File: src/rtl/out_port_rx_pkg.sv
// Shared types and widths for the output-port byte serializer.
package out_port_rx_pkg;

   localparam int unsigned WORD_W         = 32;
   localparam int unsigned BYTE_W         = 8;
   localparam int unsigned BYTES_PER_WORD = 4;
   localparam int unsigned IDX_W          = $clog2(BYTES_PER_WORD);

   typedef enum logic {
      IDLE,
      SEND
   } ser_state_e;

endpackage

File: src/rtl/sync_fifo.sv
// Single-clock FIFO with registered full/empty/level and synchronous clear.
// A push while full is accepted only when a pop happens on the same edge.
module sync_fifo #(
   parameter int unsigned Width = 32,
   parameter int unsigned Depth = 4
) (
   input  logic                     clk_i,
   input  logic                     clr_i,
   input  logic                     push_i,
   input  logic                     pop_i,
   input  logic [Width-1:0]         data_i,
   output logic [Width-1:0]         data_o,
   output logic                     full_o,
   output logic                     empty_o,
   output logic [$clog2(Depth):0]   level_o
);

   localparam int unsigned AW = $clog2(Depth);
   localparam int unsigned LW = AW + 1;
   localparam logic [AW-1:0] PtrOne = 1;
   localparam logic [LW-1:0] LvlOne = 1;

   logic [Width-1:0] mem_q [Depth];
   logic [AW-1:0]    wr_ptr_q, rd_ptr_q;
   logic [LW-1:0]    level_q, level_d;
   logic             full_q, empty_q;
   logic             do_push, do_pop;

   assign do_pop  = pop_i && !empty_q;
   assign do_push = push_i && (!full_q || do_pop);

   always_comb begin
      level_d = level_q;
      if (do_push && !do_pop) begin
         level_d = level_q + LvlOne;
      end else if (do_pop && !do_push) begin
         level_d = level_q - LvlOne;
      end
   end

   // Pointers wrap naturally because Depth is a power of two.
   always_ff @(posedge clk_i) begin
      if (clr_i) begin
         wr_ptr_q <= '0;
         rd_ptr_q <= '0;
         level_q  <= '0;
         full_q   <= 1'b0;
         empty_q  <= 1'b1;
      end else begin
         if (do_push) begin
            mem_q[wr_ptr_q] <= data_i;
            wr_ptr_q        <= wr_ptr_q + PtrOne;
         end
         if (do_pop) begin
            rd_ptr_q <= rd_ptr_q + PtrOne;
         end
         level_q <= level_d;
         full_q  <= (level_d == LW'(Depth));
         empty_q <= (level_d == '0);
      end
   end

   assign data_o  = mem_q[rd_ptr_q];
   assign full_o  = full_q;
   assign empty_o = empty_q;
   assign level_o = level_q;

endmodule

File: src/rtl/out_port_rx.sv
// Output-port receiver: buffers 32-bit CPU writes and streams them out LSB-first as bytes.
// Define OUT_PORT_RX_OVF_CNT_EN to build the saturating dropped-write counter.
module out_port_rx
   import out_port_rx_pkg::*;
#(
   parameter int unsigned DEPTH = 4
) (
   input  logic                     clock,
   input  logic                     clear,
   input  logic                     OutPortin,
   input  logic [31:0]              BusMuxOut,
   output logic [7:0]               byte_data,
   output logic                     byte_valid,
   input  logic                     byte_ready,
   output logic                     full,
   output logic                     empty,
   output logic [$clog2(DEPTH):0]   level,
   output logic                     overflow,
   output logic [7:0]               ovf_count
);

   localparam logic [IDX_W-1:0] IdxOne  = 1;
   localparam logic [IDX_W-1:0] IdxLast = IDX_W'(BYTES_PER_WORD - 1);

   ser_state_e        state_q;
   logic [WORD_W-1:0] shreg_q;
   logic [IDX_W-1:0]  idx_q;
   logic              valid_q;
   logic              ovf_q;

   logic [WORD_W-1:0] fifo_dout;
   logic              fifo_full, fifo_empty, fifo_pop;
   logic              last_byte, drop;

   sync_fifo #(
      .Width (WORD_W),
      .Depth (DEPTH)
   ) u_fifo (
      .clk_i   (clock),
      .clr_i   (clear),
      .push_i  (OutPortin),
      .pop_i   (fifo_pop),
      .data_i  (BusMuxOut),
      .data_o  (fifo_dout),
      .full_o  (fifo_full),
      .empty_o (fifo_empty),
      .level_o (level)
   );

   assign last_byte = (idx_q == IdxLast);

   // The next word is pulled on the same edge the last byte leaves, so words stream without gaps.
   always_comb begin
      fifo_pop = 1'b0;
      unique case (state_q)
         IDLE: fifo_pop = !fifo_empty;
         SEND: fifo_pop = byte_ready && last_byte && !fifo_empty;
      endcase
   end

   assign drop = OutPortin && fifo_full && !fifo_pop;

   always_ff @(posedge clock) begin
      if (clear) begin
         state_q <= IDLE;
         shreg_q <= '0;
         idx_q   <= '0;
         valid_q <= 1'b0;
      end else begin
         unique case (state_q)
            IDLE: begin
               if (!fifo_empty) begin
                  shreg_q <= fifo_dout;
                  idx_q   <= '0;
                  valid_q <= 1'b1;
                  state_q <= SEND;
               end
            end
            SEND: begin
               if (byte_ready) begin
                  if (!last_byte) begin
                     shreg_q <= shreg_q >> BYTE_W;
                     idx_q   <= idx_q + IdxOne;
                  end else if (!fifo_empty) begin
                     shreg_q <= fifo_dout;
                     idx_q   <= '0;
                  end else begin
                     valid_q <= 1'b0;
                     state_q <= IDLE;
                  end
               end
            end
         endcase
      end
   end

   always_ff @(posedge clock) begin
      if (clear) begin
         ovf_q <= 1'b0;
      end else if (drop) begin
         ovf_q <= 1'b1;
      end
   end

`ifdef OUT_PORT_RX_OVF_CNT_EN
   logic [7:0] ovf_cnt_q;

   always_ff @(posedge clock) begin
      if (clear) begin
         ovf_cnt_q <= '0;
      end else if (drop && (ovf_cnt_q != 8'hFF)) begin
         ovf_cnt_q <= ovf_cnt_q + 8'd1;
      end
   end

   assign ovf_count = ovf_cnt_q;
`else
   assign ovf_count = '0;
`endif

   assign byte_data  = shreg_q[BYTE_W-1:0];
   assign byte_valid = valid_q;
   assign full       = fifo_full;
   assign empty      = fifo_empty;
   assign overflow   = ovf_q;

endmodule

File: config.mk
export PLATFORM = sky130hd
export DESIGN_NAME = out_port_rx
export DESIGN_NICKNAME = d
export VERILOG_FILES = /design/src/rtl/out_port_rx_pkg.sv /design/src/rtl/sync_fifo.sv /design/src/rtl/out_port_rx.sv
export SDC_FILE = /design/constraint.sdc
export NUM_CORES = 1
export LEC_CHECK = 0
export ABC_AREA = 1
export CAP_MARGIN = 20
export CORE_ASPECT_RATIO = 1.4
export CORE_MARGIN = 2
export CORE_UTILIZATION = 40
export DETAILED_ROUTE_END_ITERATION = 7
export PLACE_DENSITY = 0.6
export SLEW_MARGIN = 5
export SYNTH_ARGS = -nofsm -noshare
export SYNTH_HDL_FRONTEND = slang
export SYNTH_HIERARCHICAL = 1
export SYNTH_SLANG_ARGS = --single-unit
File: constraint.sdc
create_clock -name clock -period 3.6 [get_ports clock]
set_input_delay 0.54 -clock clock [delete_from_list [all_inputs] [get_ports clock]]
set_output_delay 0.54 -clock clock [all_outputs]
set_load 0.02 [all_outputs]
======== Word-level counts from Yosys, hierarchy flattened ========
Memory sizes are Yosys's and may differ from the RTL's. A register that Yosys moved wholly into a read port is not among the register bits.
Cells that the tools add are included.
word-level totals
  memories kept ........................... 1
  bits in writable memories ............... 128
  logic and storage cells ................. 64
  flip-flop bits (word level) ............. 46
  output and inout bits ................... 23
  input bits .............................. 36
operators by class
  $add $sub $neg .......................... 5
  equality and inequality tests ........... 6
  reduce and logical (&&, ||, !) cells .... 16
  bitwise logic cells ..................... 1
  muxes and demuxes ....................... 25
memories
  memory        words  width  rd ports  clocked after memory_dff  wr ports  line             RTL
  u_fifo.mem_q  4      32     1         1                         1         sync_fifo.sv:23  logic [Width-1:0] mem_q [Depth];
operators with widths
  operator                                                                  count
  32-bit two-way mux                                                        3
  32-bit one-hot mux with 2 select lines                                    1
  1-bit two-way mux                                                         10
  2-bit two-way mux                                                         5
  1-bit logical AND                                                         8
  2-bit by 1-bit adder with 2-bit output (second input constant)            3
  3-bit two-way mux                                                         2
  1-bit one-hot mux with 2 select lines                                     3
  1-bit zero test                                                           5
  2-bit by 1-bit inequality test with 1-bit output (second input constant)  2
  2-bit inequality test (second input constant)                             2
  2-bit one-hot mux with 2 select lines                                     1
  4-bit AND reduction                                                       1
  3-bit by 1-bit adder with 3-bit output (second input constant)            1
  3-bit equality test (second input constant)                               1
  3-bit zero test                                                           1
  3-bit by 1-bit subtractor with 3-bit output (second input constant)       1
  2-bit equality test (second input constant)                               1
  1-bit logical OR                                                          1
  1-bit NOT                                                                 1

======== Logic depth before layout (Yosys ltp) ========
  depth in word-level cells ............... 12
  mapped depth ............................ 16
  mapped depth without buffers ............ 14

======== Modules after synthesis ========
Netlist, hierarchy kept.
modules (own cells, without submodules)
  module       cells an instance  times used  area an instance (um2)
  sync_fifo    396                1           5,293.8
  out_port_rx  299                1           2,004.4

======== Worst setup path before layout ========
Ideal clock, no wire load.
  path type ............................... register -> register
  from .................................... register idx_q[0]
  to ...................................... memory u_fifo.mem_q[0][0], enable pin
  period minus slack after synthesis ...... 3,363 ps
  buffers on the path ..................... 2
  data required time ...................... 3,179 ps
  cell stages (with the launch flop) ...... 12
  slack ................................... 237 ps
  library setup time ...................... 421 ps
  arrival ................................. 2,942 ps
  cell sequence ........................... dfxtp_1 ha_1 buf_2 inv_2 nand2_2 buf_4 nand3_1 inv_1 nand2_2 a21oi_1 nand2_1 nor2_1
on the way
  cells in the longest elaborated chain, start to end .. 10
RTL lines
  item                                     line               RTL
  start: declaration                       out_port_rx.sv:27  logic [IDX_W-1:0] idx_q;
  start signal: assignment                 out_port_rx.sv:83  idx_q <= idx_q + IdxOne;
  2-bit equality test                      out_port_rx.sv:50  assign last_byte = (idx_q == IdxLast);
  1-bit logical AND (2 in a row)           out_port_rx.sv:57  SEND: fifo_pop = byte_ready && last_byte && !fifo_empty;
  1-bit one-hot mux with 2 select lines    out_port_rx.sv:55  unique case (state_q)
  via fifo_pop                             out_port_rx.sv:32  logic fifo_full, fifo_empty, fifo_pop;
  1-bit logical AND                        sync_fifo.sv:29    assign do_pop = pop_i && !empty_q;
  1-bit logical OR                         sync_fifo.sv:30    assign do_push = push_i && (!full_q || do_pop);
  1-bit logical AND                        sync_fifo.sv:30
  1-bit two-way mux                        sync_fifo.sv:50    if (do_push) begin
  1-bit two-way mux                        sync_fifo.sv:43    if (clr_i) begin
  1-bit two-way mux (implied by the code)  sync_fifo.sv:51    mem_q[wr_ptr_q] <= data_i;
  end: declaration                         sync_fifo.sv:23
The timed path passes the listed nets, and every way through them passes these cells.

======== Final worst setup path ========
  from .................................... input port byte_ready
  to ...................................... memory u_fifo.mem_q[2][19], enable pin
on the way
  cells in the longest elaborated chain, start to end .. 9
RTL lines
  item                                     line               RTL
  start: declaration                       out_port_rx.sv:14  input logic byte_ready,
  1-bit logical AND (2 in a row)           out_port_rx.sv:57
  1-bit one-hot mux with 2 select lines    out_port_rx.sv:55
  via fifo_pop                             out_port_rx.sv:32
  1-bit logical AND                        sync_fifo.sv:29
  1-bit logical OR                         sync_fifo.sv:30
  1-bit logical AND                        sync_fifo.sv:30
  1-bit two-way mux                        sync_fifo.sv:50
  1-bit two-way mux                        sync_fifo.sv:43
  1-bit two-way mux (implied by the code)  sync_fifo.sv:51
The timed path passes the listed nets, and every way through them passes these cells.

==> metrics.txt <==
area leader, netlist=edfxtp_1; share of post-route cells with drive strength above 1=0.0878; wire length per cell=16.3 um; Tmin final=2550 ps; fin crit share=0.709; Clock Skew=16.7 ps; post-cts hold buffer count=0; Net Switching=1.35 mW; num rows=58; status=finished clean; Routed WL=15900 um; TNS Setup=0 ps; Combinational Power Share=0.128; maximum fanout along the worst path=20; Die Y=164 um; number of global-route vias before repair=4782; Register Area=4810 um2; hold wc startpoint=overflow; Slew headroom=0.329; CTS tree=done; hpwl dp=10100 um; RePlAce Congestion=0.802; Yosys top cell area share=0.527; final-report setup violation count=0; worst path cell trace=clkdlybuf4s50_1 > inv_2 > nand2_2 > nand3_1 > inv_1 > nand2_2 > a21oi_1 > nand2_1 > nor2_2 > buf_4; DRT Pass-1 Iters=5; Arr. time, crit path=2650 ps; Syn Area/Cell=10.5 um2; Crit. End Element=flop; Slew Limit Fails=0; path type of the worst setup path=in2reg; VDD IR max=0.000345 V; Worst EP required=3700 ps; clock share of power=0.383; final hold violation count=0; FF-to-FF End=u_fifo/mem_q[2][19]; H-tree depth=4; ranking of synthesized cells by area=edfxtp_1 53%, dfxtp_1 13%, o21ai_0 6.8%, nand2_1 5.3%, nor2_1 4.3%; Antenna diodes=0; sw frac=0.281; r2r startpoint=idx_q[0]; register area share after synthesis=0.658; initial core utilization=0.407; unique cell type count in the Yosys netlist=30; I/O Buffers=50; Multi-input gate area=2100 um2; most used cell, CP=nand2_2; cts bufs inserted=17; RSZ-0062 raised after global routing=false; layout net count=770; most frequent cells in the layout=128 x edfxtp_1, 103 x nand2_1, 99 x o21ai_0; Vias=4993; first-pass GRT wire length=25500 um; die width=118 um; Worst R2R Setup Slack=1060 ps; I/O Pins=59; Hold/Removal Path Class=reg2reg; most common cell after layout, fill and taps aside=edfxtp_1; Hold Path Depth=2; clock sinks=176; drt drc=0; Yosys reg bits=176; f_max=392 MHz; synthesized area=7300 um2; root buffer cell=clkbuf_16; max-cap violation count=0; CTS Buffer Depth=2; post-synthesis cell count=695; Reg power frac=0.489; YS warnings=6; largest net degree at the start of global routing=65; Lkg Pwr=3.06 nW; PwrDens=560 nW/um2; crit path max-delay cell type=clkdlybuf4s50_1; DRT iter0 DRCs=327; Slew @ Worst Pin=1010 ps; post-CTS sizing=0; Largest stage delay, worst path=610 ps; P&R area growth vs syn=17.4%; Die Area=19400 um2; later-pin clock latency in the skew report=440 ps; Cell Int Power=3.45 mW; DRT antenna net count=0; CP Launch Type=input port; vias per cell=5.09; fill count=1637; Hold EP=overflow; final hold slack=467 ps; initial antenna violation count=0; core area=17900 um2; CTS clock-pin slew for the worst setup and hold paths=70 ps; Total Routing Usage GR=0.170; FF-to-FF path depth=10; setup bufs post-CTS=0; GR Overflow Total=0
-- logic make-up after synthesis --
family          count (synthesis)  synth area share
xor+xnor                        3           0.00360
other cells                     1          0.000514
fa+ha+maj                       7            0.0120
compound gates                193             0.141
buf+inv                        89            0.0588
flops                         176             0.658
simple gates                  226             0.126
-- flip-flops by register name, indices dropped and copies added (netlist names), 2 cells and up, named ones only --
name             flops
idx_q                2
u_fifo/rd_ptr_q      2
u_fifo/level_o       3
u_fifo/wr_ptr_q      2
u_fifo/mem_q       128
shreg_q             32
-- metal layers --
layer  GRT usage  wire [um]  up-vias  part of all wire
met1       0.223       7210     2376              0.45
met2       0.274       7640      118              0.48
met4      0.0778        446        0             0.028
li1            -          -     2476                 -
met5           0          0        -                 0
met3      0.0330        638       23             0.040
-- final cells by class --
type | instances | share of cell area
timing repair buffer | 62 | 0.0733
sequential | 176 | 0.561
clock inverter | 15 | 0.0213
clock buffer | 17 | 0.0497
inverter | 33 | 0.0145
tap | 240 | 0.0351
multi-input combinational | 437 | 0.245
-- power by group through the flow --
stage,registers (mW),clock network (mW),logic (mW)
2_1_floorplan,2.38,0,0.429
3_3_place_gp,2.39,0,0.603
3_5_place_dp,2.40,0,0.617
4_1_cts,2.35,1.87,0.619
5_1_grt,2.36,1.94,0.689
6_report,2.35,1.84,0.614
-- per-stage QoR --
stage	cell area, um2	total power, mW	utilization	instances	worst slack, ps
2_1_floorplan	7320	2.81	-	702	237
3_3_place_gp	7960	2.99	0.444	948	698
3_5_place_dp	7960	3.01	0.444	948	636
4_1_cts	8570	4.84	0.478	980	1040
5_1_grt	8570	4.99	0.478	980	818
6_report	8570	4.80	0.478	980	1050
-- synth_stat cells --
| cell type | count |
|---|---|
| nand3_1 | 26 |
| inv_2 | 8 |
| a21oi_1 | 38 |
| inv_1 | 24 |
| clkinv_1 | 1 |
| buf_2 | 16 |
| xnor2_1 | 2 |
| nand2_1 | 103 |
| nor2_1 | 84 |
| nor2_4 | 1 |
| ha_1 | 7 |
| edfxtp_1 | 128 |
| clkbuf_1 | 20 |
| buf_1 | 1 |
| nand4_1 | 3 |
| buf_6 | 1 |
| nand2_2 | 3 |
| o21ai_0 | 99 |
| buf_4 | 18 |
| conb_1 | 1 |
| or2_1 | 1 |
| o22ai_1 | 32 |
| dfxtp_1 | 48 |
| o211ai_1 | 8 |
| or2_2 | 1 |
| nand3_2 | 1 |
| nor3_1 | 1 |
| xor2_1 | 1 |
| nor2_2 | 2 |
| o21ai_1 | 16 |
-- worst max-delay path: cells and delay by family --
kind | cells | cell delay (ps)
AO/OA/AOI/OAI | 1 | 310
buffers and inverters | 4 | 1120
AND/OR/NAND/NOR | 5 | 650
-- worst max path at each step --
stage | endpoint | start | slack, ps | depth (start not counted)
floorplan | u_fifo/mem_q[0][0] | idx_q[0] | 240 | 11
finish | u_fifo/mem_q[2][19] | byte_ready | 1050 | 10
global placement | u_fifo/mem_q[2][21] | byte_ready | 700 | 10
detailed placement | u_fifo/mem_q[2][21] | byte_ready | 640 | 10
CTS | u_fifo/mem_q[2][19] | idx_q[0] | 1040 | 10
global route | u_fifo/mem_q[2][19] | idx_q[0] | 820 | 10
Note: power is estimated with default switching activity, not from simulation.
